===== src/rtl/btn_debounce.sv =====
// Debounced push-button with press / release / long-press events.
// Long-press support is built only when BTN_DEBOUNCE_LONGPRESS_EN is defined.
module btn_debounce #(
  parameter int DEBOUNCE_CYCLES = 480000,
  parameter int LONG_CYCLES     = 96000000,
  parameter bit ACTIVE_LOW      = 1'b1
) (
  input  logic       clk,
  input  logic       rst,
  input  logic       btn_in,
  output logic       btn_level,
  output logic       evt_valid,
  output logic [1:0] evt_code,
  input  logic       evt_ready,
  output logic       evt_overflow
);

  localparam logic REL_LVL = ACTIVE_LOW;
  localparam logic [23:0] DEB_LAST =
    24'(DEBOUNCE_CYCLES - 1);
  localparam logic [1:0] C_PRESS = 2'b01;
  localparam logic [1:0] C_REL   = 2'b10;

  if (DEBOUNCE_CYCLES < 2 ||
      DEBOUNCE_CYCLES > 16777215) begin : g_bad_deb
    $error("DEBOUNCE_CYCLES out of range");
  end
  if (LONG_CYCLES <= DEBOUNCE_CYCLES ||
      LONG_CYCLES > 268435455) begin : g_bad_long
    $error("LONG_CYCLES out of range");
  end

  typedef enum logic [2:0] {
    RELEASED     = 3'd0,
    PRESS_WAIT   = 3'd1,
    PRESSED      = 3'd2,
    RELEASE_WAIT = 3'd3
`ifdef BTN_DEBOUNCE_LONGPRESS_EN
    , LONG_HELD  = 3'd4
`endif
  } state_t;

  state_t      state;
  state_t      state_nx;
  logic        sync0;
  logic        sync1;
  logic        s;
  logic [23:0] deb_cnt;
  logic        deb_done;
  logic        clr_deb;
  logic        inc_deb;
  logic        emit;
  logic [1:0]  emit_code;

`ifdef BTN_DEBOUNCE_LONGPRESS_EN
  localparam logic [27:0] HOLD_LAST =
    28'(LONG_CYCLES - 1);
  localparam logic [1:0] C_LONG = 2'b11;
  logic [27:0] hold_cnt;
  logic        hold_done;
  logic        long_seen;
  assign hold_done = (hold_cnt == HOLD_LAST);
`endif

  // two-flop synchronizer, idles at the released pin level
  always_ff @(posedge clk) begin
    if (rst) begin
      sync0 <= REL_LVL;
      sync1 <= REL_LVL;
    end else begin
      sync0 <= btn_in;
      sync1 <= sync0;
    end
  end

  assign s        = ACTIVE_LOW ? ~sync1 : sync1;
  assign deb_done = (deb_cnt == DEB_LAST);

  // state register
  always_ff @(posedge clk) begin
    if (rst) state <= RELEASED;
    else     state <= state_nx;
  end

  // next-state logic
  always_comb begin
    state_nx = state;
    unique case (state)
      RELEASED:
        if (s) state_nx = PRESS_WAIT;
      PRESS_WAIT:
        if (!s)           state_nx = RELEASED;
        else if (deb_done) state_nx = PRESSED;
      PRESSED:
        if (!s) state_nx = RELEASE_WAIT;
`ifdef BTN_DEBOUNCE_LONGPRESS_EN
        else if (hold_done) state_nx = LONG_HELD;
      LONG_HELD:
        if (!s) state_nx = RELEASE_WAIT;
`endif
      RELEASE_WAIT:
`ifdef BTN_DEBOUNCE_LONGPRESS_EN
        if (s) state_nx = long_seen ? LONG_HELD
                                    : PRESSED;
`else
        if (s) state_nx = PRESSED;
`endif
        else if (deb_done) state_nx = RELEASED;
      default: state_nx = RELEASED;
    endcase
  end

  // level, event strobe and debounce counter controls
  always_comb begin
    btn_level = 1'b0;
    emit      = 1'b0;
    emit_code = 2'b00;
    clr_deb   = 1'b0;
    inc_deb   = 1'b0;
    unique case (state)
      RELEASED:
        clr_deb = s;
      PRESS_WAIT: begin
        inc_deb = s && !deb_done;
        if (s && deb_done) begin
          emit      = 1'b1;
          emit_code = C_PRESS;
        end
      end
      PRESSED: begin
        btn_level = 1'b1;
        clr_deb   = !s;
`ifdef BTN_DEBOUNCE_LONGPRESS_EN
        if (s && hold_done) begin
          emit      = 1'b1;
          emit_code = C_LONG;
        end
`endif
      end
`ifdef BTN_DEBOUNCE_LONGPRESS_EN
      LONG_HELD: begin
        btn_level = 1'b1;
        clr_deb   = !s;
      end
`endif
      RELEASE_WAIT: begin
        btn_level = 1'b1;
        inc_deb   = !s && !deb_done;
        if (!s && deb_done) begin
          emit      = 1'b1;
          emit_code = C_REL;
        end
      end
      default: btn_level = 1'b0;
    endcase
  end

  // debounce counter, saturating
  always_ff @(posedge clk) begin
    if (rst)
      deb_cnt <= '0;
    else if (clr_deb)
      deb_cnt <= 24'd1;
    else if (inc_deb && deb_cnt != '1)
      deb_cnt <= deb_cnt + 24'd1;
  end

`ifdef BTN_DEBOUNCE_LONGPRESS_EN
  // hold counter survives release glitches
  always_ff @(posedge clk) begin
    if (rst) begin
      hold_cnt  <= '0;
      long_seen <= 1'b0;
    end else if (state == PRESS_WAIT &&
                 state_nx == PRESSED) begin
      hold_cnt  <= '0;
      long_seen <= 1'b0;
    end else if (state == PRESSED && s) begin
      if (hold_done)
        long_seen <= 1'b1;
      else if (hold_cnt != '1)
        hold_cnt <= hold_cnt + 28'd1;
    end
  end
`endif

  // single-entry event register with sticky overflow
  always_ff @(posedge clk) begin
    if (rst) begin
      evt_valid    <= 1'b0;
      evt_code     <= 2'b00;
      evt_overflow <= 1'b0;
    end else if (emit &&
                 (!evt_valid || evt_ready)) begin
      evt_valid <= 1'b1;
      evt_code  <= emit_code;
    end else if (emit) begin
      evt_overflow <= 1'b1;
    end else if (evt_valid && evt_ready) begin
      evt_valid <= 1'b0;
    end
  end

endmodule


===== config.mk =====
export PLATFORM = sky130hd
export DESIGN_NAME = btn_debounce
export DESIGN_NICKNAME = d
export VERILOG_FILES = /design/src/rtl/btn_debounce.sv
export SDC_FILE = /design/constraint.sdc
export NUM_CORES = 1
export LEC_CHECK = 0
export CAP_MARGIN = 20
export CORE_MARGIN = 1.5
export CORE_UTILIZATION = 41
export CTS_CLUSTER_DIAMETER = 100
export DETAILED_ROUTE_END_ITERATION = 16
export PLACE_DENSITY = 0.55
export SYNTH_ARGS = -nofsm -noshare
export SYNTH_HDL_FRONTEND = slang
export SYNTH_SLANG_ARGS = --single-unit

===== constraint.sdc =====
create_clock -name clk -period 4.2 [get_ports clk]
set_input_delay 1.05 -clock clk [delete_from_list [all_inputs] [get_ports clk]]
set_output_delay 1.05 -clock clk [all_outputs]
set_load 0.02 [all_outputs]

# Word level (Yosys, flattened, before mapping)
# Index checks and enable logic that the tools add are counted.
[word_totals]
register_bits = 33
inputBits = 4
wordCells = 60
[classes]
add_sub_neg = 1
eq_ne = 10
mux = 21
bitwise_logic = 2
reduce_logical = 18
[op_table]
columns = ["operator", "count"]
rows = [
  ["24-bit by 1-bit adder with 24-bit output, second input constant", 1],
  ["24-bit by 19-bit == test with 1-bit output, second input constant", 1],
  ["24-bit != test, second input constant", 1],
  ["3-bit two-way mux", 6],
  ["3-bit case mux with 4 select lines", 1],
  ["1-bit two-way mux", 9],
  ["1-bit logical AND", 7],
  ["3-bit by 2-bit == test with 1-bit output, second input constant", 2],
  ["3-bit != test, second input constant", 2],
  ["1-bit case mux with 2 select lines", 3],
  ["2-bit != test, second input constant", 2],
  ["2-bit case mux with 2 select lines", 1],
  ["2-bit AND reduction", 2],
  ["4-bit AND reduction", 1],
  ["2-bit nonzero test", 2],
  ["2-bit OR reduction", 2],
  ["3-bit by 1-bit == test with 1-bit output, second input constant", 1],
  ["3-bit zero test", 1],
  ["1-bit zero test", 2],
  ["2-bit two-way mux", 1],
  ["2-bit by 1-bit != test with 1-bit output, second input constant", 1],
  ["1-bit NOT", 2],
  ["1-bit logical OR", 1],
]

# Longest topological paths before layout
# Gate-level depths: netlist of run 1.
[logic_depth]
ltp_word = 7
mapped_depth = 9
depth_no_buf = 6

# Worst setup path after synthesis of run 1
# Ideal clock, no wire load.
[synth_path]
kind = "flip-flop to flip-flop"
start = "reg deb_cnt[0]"
end = "reg deb_cnt[0]"
setup_ps = 74
t_arrival_ps = 1980
required_ps = 4126
path_slack_ps = 2145
path_stages_with_launch = 9
period_less_slack_ps = 2055
cell_sequence = "dfxtp_1 > ha_1 > nand4_1 > nor4_1 > a21o_1 > buf_2 > buf_4 > o21ai_0 > a31oi_1"
[synth_between]
elab_chain_len = 6
word_cells_on_any_way = 11
cone_classes = "add/sub (1); eq/ne (2); mux (3); reduce/logical (5)"
[synth_rtl]
columns = ["element", "line", "source"]
rows = [
  ["start: declaration", "48", "logic [23:0] deb_cnt;"],
  ["start signal: assignment", "165", "deb_cnt <= deb_cnt + 24'd1;"],
  ["branches (longest 6 deep; another with 24-bit by 1-bit adder with 24-bit output)", "--", ""],
]
# Parallel ways; which one is timed is not known. The select of a mux whose other input is x is not followed.
# A chain may end at the register's enable or synchronous reset.

# Worst setup path after layout of run 1
[layout_path]
start = "in rst"
end = "reg deb_cnt[9]"
[layout_between]
elab_chain_len = 1
[layout_rtl]
columns = ["element", "line", "source"]
rows = [
  ["start: declaration", "9", "input logic rst,"],
  ["2-bit OR reduction (no line)", "--", ""],
]
# No other way between the ends.

==> results of run 1 <==
-- area by class of cell --
class,count,area [um^2]
clock buffer,8,90.09
multi-input combinational,158,983.4
inverter,6,22.52
tap,50,62.56
sequential,32,640.6
fill,385,2121
timing repair buffer,8,80.08
-- cells by family after synthesis --
kind of cell,synth area share [%]
simple gates,34.77
compound gates,18.30
flops,37.48
buf+inv,4.978
xor+xnor,2.562
mux,1.171
fa+ha+maj,0.7319
-- sequential cells by signal (all words and copies together) (netlist names), named ones only --
name and count:
evt_code 2, evt_overflow 1, sync0 1, state 1, evt_valid 1, deb_cnt 24
sync1 1
-- placed cells by master (no fill, tap or decap), drive strengths merged, types with 2 or more instances in the layout --
cell and instances:
a2111oi 2, a21o 3, a21oi 18, a31oi 2
and2 2, and3 5, and4 5, clkbuf 8
clkdlybuf4s50 8, dfxtp 32, inv 6, mux2i 2
nand2 23, nand2b 2, nand3 12, nand4 7
nor2 11, nor3 5, nor4 5, o21ai 6
o311ai 3, o31ai 9, or2 3, or3 5
or4 11, or4b 3, xnor2 5
-- layer usage --
metal  track usage, %  vias up  wire, um
li1                 -      802         -
met1            27.26      742      2052
met2            27.57       30      1692
met3            4.667        4       128
met4            7.398        0        41
met5                0        -         0
-- critical path, delay by kind of cell --
| kind | cells | cell delay [ns] |
|---|---|---|
| buf+inv | 1 | 0.61 |
| simple gates | 3 | 0.68 |
| compound gates | 1 | 0.52 |
-- path summary, 6_finish.rpt --
path,startpoint,endpoint,cells past startpoint
worst max-delay path,rst,deb_cnt[9],5
worst min-delay path,sync0,sync1,1
worst max register to register,deb_cnt[0],deb_cnt[0],6
worst min register to register,sync0,sync1,1
-- power by group --
group	total [mW]	internal [mW]	switching (mW)
Clock	0.243	0.134	0.109
Sequential	0.310	0.307	0.00308
Combinational	0.0274	0.0112	0.0162
Total	0.581	0.452	0.129
==> metrics, run 1 <==
all-layer global routing usage between 10% and 20%; slowest stage delay, CP about 0.6 ns; Die Ht 67.57 um; final setup TNS 0 ns; placed instance count 254; synthesized cell area between 0.0015 and 0.002 mm^2; post-cts resize count 0; Critical Path End Type register; count leader, synth dfxtp_1; Worst path slowest cell clkdlybuf4s50_1; startpoint type of the worst setup path primary input; Min-Delay Path Class reg2reg; Final #Nets between 200 and 250; top cells by count, synth dfxtp_1, nand2_1, a21oi_1; Fmax around 0.38 GHz; Row Count 23; power density over the cells 309.0 mW/mm^2; RD Place Congestion between 0.8 and 0.9; vias between 1500 and 2000; Placeable Area 0.004000 mm^2; Pins Over Slew Limit 0; vias in the first global route 1381; post-layout util between 40% and 50%; root buf cell clkbuf_8; io pins 9; ratio of cells with drive above 1 in the final layout ~6.6%; Clock Tree Buf Depth 2; Yosys cell types 42; Design Area, Final about 0.0019 mm^2; largest net degree at the start of global routing 27; Final Hold Fails 0; worst-path cell chain clkdlybuf4s50_1 -> a21o_1 -> nor2_1 -> or4b_1 -> nand2_1; Post-Layout Cell Count about 260; outcome finished, final reports clean; RSZ-0062 raised after global routing false; slew margin rel. between 30% and 40%; Clk pin slew, worst setup/hold paths about 0.070 ns; hold slack ~0.41 ns; Synth area leader dfxtp_1; Synth top area share roughly 37%; final setup violation count 0; Post-synth top flop dfxtp_1; Pre-antenna DRT Iters 4; # hold bufs at CTS 0; Syn Nets approximately 210; wire per inst ~15 um; DR vias/cell 6.023; DRT iter0 DRCs around 150; Post-synth EDFFs 0; initial core utilization a little over two fifths; Detailed Route WL 3.915 mm; first-pass GRT wire length roughly 6.6 mm; ANT cells 0; clk_skew about 0.0056 ns; CP Data Required Time ~4.4 ns; Mean Syn Cell Area between 8 and 9 um^2; CP Data Arrival Time between 2 and 3 ns; dpl hpwl between 2 and 3 mm; Seq cells post-synth 32; highest fanout seen on the critical path 21; max cap viols 0; Synth warnings 0; dpl ws about 1.3 ns; power after layout approximately 0.58 mW; Setup CP Type in2reg; sequential share of the synthesized area around 37%; Layout area overhead 9.956%; async set-reset flop share out of synthesis 0%; Die X-Extent 67.57 um; total CTS buffers 5; fin crit share a little over three fifths; Worst VDD drop between 0.2 and 0.25 mV; top area cells in the synthesized netlist dfxtp_1, a21oi_1, nand2_1; setup bufs post-CTS 0; GRT overflow 0; Final min period about 2.6 ns; worst slew pin tran 0.9994 ns; initial antenna violation count 0; DRC 0; Die ar. between 0.004 and 0.005 mm^2; CTS tree done; IO buf count 8; Clk Latency, worst-skew pair between 0.2 and 0.3 ns; placed cell area 0.001789 mm^2; R2R Setup Slk roughly 1.7 ns; Antenna Nets Post-Route 0; P_leak between 0.5 and 0.6 nW; post-route setup slack about 1.6 ns; cell count after synthesis 209; htree depth 2; CTS Sinks 32
No activity file was read; power rests on OpenSTA's default activity.
==> run 2, diff against run 1 <==
--- a/config.mk
+++ b/config.mk
@@ -10,7 +10,7 @@
 export CORE_UTILIZATION = 41
 export CTS_CLUSTER_DIAMETER = 100
 export DETAILED_ROUTE_END_ITERATION = 16
-export PLACE_DENSITY = 0.55
+export PLACE_DENSITY = 0.57
 export SYNTH_ARGS = -nofsm -noshare
 export SYNTH_HDL_FRONTEND = slang
 export SYNTH_SLANG_ARGS = --single-unit
==> constraint.sdc (replaced) <==
create_clock -name clk -period 2.25 [get_ports clk]
set_input_delay 0.5625 -clock clk [delete_from_list [all_inputs] [get_ports clk]]
set_output_delay 0.5625 -clock clk [all_outputs]
set_load 0.02 [all_outputs]
==> metrics, run 2 (synthesized netlist as in run 1, its figures left out) <==
DRT iter0 DRCs between 100 and 150; Setup CP Type reg2reg; max cap viols 0; startpoint type of the worst setup path register; Clk Latency, worst-skew pair 0.29 ns; Die Ht approximately 68 um; power after layout ~1.1 mW; CP Data Required Time 2.44 ns; Flop pwr share between 50 and 60%; R2R Setup Slk 0.12 ns; dpl hpwl between 3 and 4 mm; GRT overflow 0; CTS Sinks 32; largest net degree at the start of global routing 14; Combinational Power Share under 10%; Final #Nets ~240; htree depth 2; Detailed Route WL roughly 4.2 mm; Clk pin slew, worst setup/hold paths roughly 0.070 ns; all-layer global routing usage about a fifth; worst slew pin tran a little over 0.6 ns; highest fanout seen on the critical path 4; # hold bufs at CTS 0; initial core utilization between 40% and 50%; RSZ-0062 raised after global routing true; Placeable Area about 0.004 mm^2; Largest regs deb_cnt (24), evt_code (2); CP Data Arrival Time roughly 2.3 ns; Bufs and invs on worst path 0; Cell Int Power ~0.84 mW; ratio of cells with drive above 1 in the final layout between 15 and 20%; Clock Tree Buf Depth 2; Die ar. approximately 0.0046 mm^2; switching pwr between 0.2 and 0.3 mW; CTS tree done; DRC 0; vias between 1500 and 2000; Antenna Nets Post-Route 0; Pre-antenna DRT Iters 4; max FFs per register 24; DR vias/cell roughly 5.9; placed instance count ~270; instance count on the critical path 5; Worst path top cell family by delay simple AND/OR/NAND/NOR gates; Worst path most repeated cell or4_1; power share of the clock group 41.8%; vias in the first global route ~1600; io pins 9; clk_skew ~0.0094 ns; root buf cell clkbuf_8; Layout area overhead 18.74%; slew margin rel. a little under three fifths; RD Place Congestion 0.9209; Die X-Extent slightly below 70 um; initial antenna violation count 0; ANT cells 0; Final min period between 2 and 2.5 ns; Pins Over Slew Limit 0; Worst path slowest cell or4_1; Row Count 23; FF-to-FF path depth 5; outcome finished, final reports clean; P_leak roughly 0.7 nW; Min-Delay Path Class reg2reg; power density over the cells 540.5 mW/mm^2; switch share 22.97%; Post-Layout Cell Count approximately 280; Fmax between 0.4 and 0.5 GHz; Final Hold Fails 0; Biggest register deb_cnt; Hold Crit Depth 1; final setup violation count 0; IO buf count 8; final setup TNS 0 ns; wire per inst around 15 um; leading cell type in the layout, fill and taps excluded dfxtp_1; total CTS buffers 5; commonest cells after routing, fill and taps aside dfxtp_1, nand2_1, buf_4; setup bufs post-CTS 0; post-layout util between 50% and 60%; first-pass GRT wire length 7.189 mm; worst-path cell chain or4_1 -> nor4_2 -> nand2_1 -> or4_1 -> o311ai_0; Worst VDD drop 0.4386 mV; slowest stage delay, CP 0.57 ns; fin crit share 94.62%; Critical Path End Type register
run 2: cell types whose count changed in the layout (fill, tap and decap cells not counted):
cell | before | now
clkinv_2 | 0 | 2
a21oi_2 | 0 | 1
clkbuf_1 | 2 | 0
dfxtp_1 | 32 | 31
buf_4 | 0 | 19
a21oi_1 | 18 | 17
dfxtp_2 | 0 | 1
run 2: what timing repair did:
item / 4_1_cts / 5_1_grt
setup endpoints to repair: 0 / 8
resized for setup: 0 / 2
hold endpoints to repair: 0 / 0
run 2: final cells by class:
type                            count  area [um^2]
Fill cell                         400         1971
Multi-Input combinational cell    158        987.2
Sequential cell                    32        641.9
Timing Repair Buffer               27        222.7
Clock buffer                        6        82.58
Tap cell                           50        62.56
Inverter                            6        22.52
Clock inverter                      2        10.01
run 2: worst register-to-register path, stage by stage, from the launching register on:
cell and delay (ns):
dfxtp_1 0.34, or4_1 0.57, nor4_2 0.38, nand2_1 0.17, or4_1 0.47, o311ai_0 0.10
run 2: power groups by stage:
stage                     logic, mW  clock network (mW)  registers, mW
after global placement       0.0589                   0          0.591
after CTS                    0.0600               0.475          0.579
after detailed placement     0.0598                   0          0.592
after global routing         0.0649               0.505          0.580
final                        0.0599               0.458          0.579
after floorplan              0.0271                   0          0.596
run 2: layer usage:
| layer | up-vias | global-route usage (%) | share of wire (%) |
|---|---|---|---|
| li1 | 837 | - | - |
| met1 | 776 | 27.61 | 45 |
| met2 | 46 | 33.82 | 47 |
| met3 | 7 | 5.500 | 5.5 |
| met4 | 0 | 7.143 | 1.7 |
| met5 | - | 0 | 0 |
run 2: stage by stage:
step           worst slack, ns  cell area, um^2  hold WS, ns
2_1_floorplan           0.1953             1709       0.3895
3_3_place_gp            0.1243             1932       0.3994
3_5_place_dp           0.09925             1932       0.3971
4_1_cts                0.08688             2024       0.4132
5_1_grt               -0.01581             2029       0.4225
6_report                0.1212             2029       0.4099
run 2: path summary, 6_finish.rpt:
kind,start,to
worst max-delay path,deb_cnt[13],evt_code[1]
worst min-delay path,sync0,sync1
worst max register to register,deb_cnt[13],evt_code[1]
worst min register to register,sync0,sync1
==> run 3, diff against run 2 <==
--- a/config.mk
+++ b/config.mk
@@ -10,7 +10,7 @@
 export CORE_UTILIZATION = 41
 export CTS_CLUSTER_DIAMETER = 100
 export DETAILED_ROUTE_END_ITERATION = 16
-export PLACE_DENSITY = 0.57
+export PLACE_DENSITY = 0.55
 export SYNTH_ARGS = -nofsm -noshare
 export SYNTH_HDL_FRONTEND = slang
 export SYNTH_SLANG_ARGS = --single-unit
==> constraint.sdc (replaced) <==
create_clock -name clk -period 2.1 [get_ports clk]
set_input_delay 0.525 -clock clk [delete_from_list [all_inputs] [get_ports clk]]
set_output_delay 0.525 -clock clk [all_outputs]
set_load 0.02 [all_outputs]
==> metrics, run 3 (synthesized netlist as in run 1, its figures left out) <==
outcome finished, final reports clean; initial core utilization a little over two fifths; Setup CP Type reg2reg; Layout area overhead 29.65%; highest fanout seen on the critical path 8; Min-Delay Path Class reg2reg; fin crit share between 90% and 100%; Clock Tree Buf Depth 2; switching pwr 0.2762 mW; vias in the first global route 1505; GRT overflow 0; worst slew pin tran 0.4726 ns; Antenna Nets Post-Route 0; Die X-Extent a little under 70 um; Detailed Route WL roughly 4.4 mm; largest net degree at the start of global routing 27; vias 1745; P_leak 0.7876 nW; Hold Crit Depth 1; Row Count 23; Combinational Power Share under 10%; DRT iter0 DRCs 76; Flop pwr share ~52%; io pins 9; Worst VDD drop about 0.35 mV; Placeable Area between 0.004 and 0.005 mm^2; Pins Over Slew Limit 0; max cap viols 0; DR vias/cell 5.935; initial antenna violation count 0; power density over the cells 533.5 mW/mm^2; all-layer global routing usage roughly a fifth; clk_skew 0.004955 ns; RSZ-0062 raised after global routing true; commonest cells after routing, fill and taps aside buf_4, dfxtp_1, nand2_1; Biggest register deb_cnt; power after layout around 1.2 mW; max FFs per register 24; slew margin rel. 67.68%; Die ar. between 0.004 and 0.005 mm^2; dpl hpwl approximately 3.2 mm; Clk pin slew, worst setup/hold paths roughly 0.07 ns; ratio of cells with drive above 1 in the final layout 25.82%; CTS Sinks 32; IO buf count 8; final setup violation count 0; Final Hold Fails 0; Clk Latency, worst-skew pair ~0.29 ns; htree depth 2; Largest regs deb_cnt (24), evt_code (2); Die Ht between 60 and 70 um; Fmax just under 0.5 GHz; Final min period 2.069 ns; Final #Nets ~250; final setup TNS 0 ns; leading cell type in the layout, fill and taps excluded buf_4; switch share around a quarter; Pre-antenna DRT Iters 4; startpoint type of the worst setup path register; CP Data Required Time ~2.3 ns; first-pass GRT wire length 7.017 mm; # hold bufs at CTS 0; DRC 0; CTS tree done; wire per inst 15.08 um; Cell Int Power between 0.9 and 1 mW; Critical Path End Type register; RD Place Congestion slightly below 0.9; power share of the clock group 41.9%; root buf cell clkbuf_8; FF-to-FF path depth 6; ANT cells 0; CP Data Arrival Time between 2 and 2.5 ns; total CTS buffers 5
## run 3: changes by cell type in the layout (fill, tap and decap cells not counted), moves of 2 or more
| cell | before | now |
|---|---|---|
| buf_4 | 19 | 30 |
| dfxtp_1 | 31 | 26 |
| dfxtp_2 | 1 | 5 |
| nor4_4 | 0 | 2 |
| or4_1 | 11 | 9 |
| or4_4 | 0 | 2 |
## run 3: path summary, 6_finish.rpt
kind,to,from,slack [ns]
max,register,deb_cnt[12],0.03
min,sync1,sync0,0.42
max reg2reg,register,deb_cnt[12],0.03
min reg2reg,sync1,sync0,0.42
## run 3: cell type report
cell class                      instances  area (um^2)
Fill cell                             369         1784
Sequential cell                        32        650.6
Clock inverter                          2        10.01
Timing Repair Buffer                   40        336.6
Multi-Input combinational cell        158         1051
Tap cell                               50        62.56
Inverter                                6        22.52
Clock buffer                            6        82.58
## run 3: power by group through the flow
stage	clock network [mW]	registers (mW)	logic [mW]
after floorplan	0	0.638	0.0290
after global placement	0	0.633	0.0664
after detailed placement	0	0.634	0.0667
after CTS	0.509	0.620	0.0668
after global routing	0.536	0.619	0.0753
final	0.495	0.618	0.0684
## run 3: critical path, cell delays in order, from the launching register on
cell and delay [ns]:
dfxtp_4 0.37, or4bb_4 0.54, nor4_4 0.36, nand2_1 0.14
buf_6 0.16, or3_4 0.32, a21oi_2 0.12
## run 3: per-stage QoR
step	cells	util (%)	hold slack, ns	setup WS [ns]	cell area (um^2)
after floorplan	209	-	0.3895	0.04534	1709
after global placement	285	50.86	0.4024	0.05445	2034
after detailed placement	285	50.86	0.4070	0.06038	2034
after CTS	293	53.17	0.4252	0.02746	2127
after global routing	294	55.40	0.4339	-0.04211	2216
final	294	55.40	0.4163	0.03140	2216
## run 3: layer usage
metal / vias up / global-route usage [%] / wire (um)
met3: 7 / 5.833 / 170
met2: 34 / 31.62 / 2086
li1: 860 / - / -
met5: - / 0 / 0
met1: 844 / 27.17 / 2095
met4: 0 / 8.418 / 80
## run 3: repair_timing
item,CTS,global route
resized for setup,0,22
buffers inserted,0,1
setup endpoints to repair,0,13
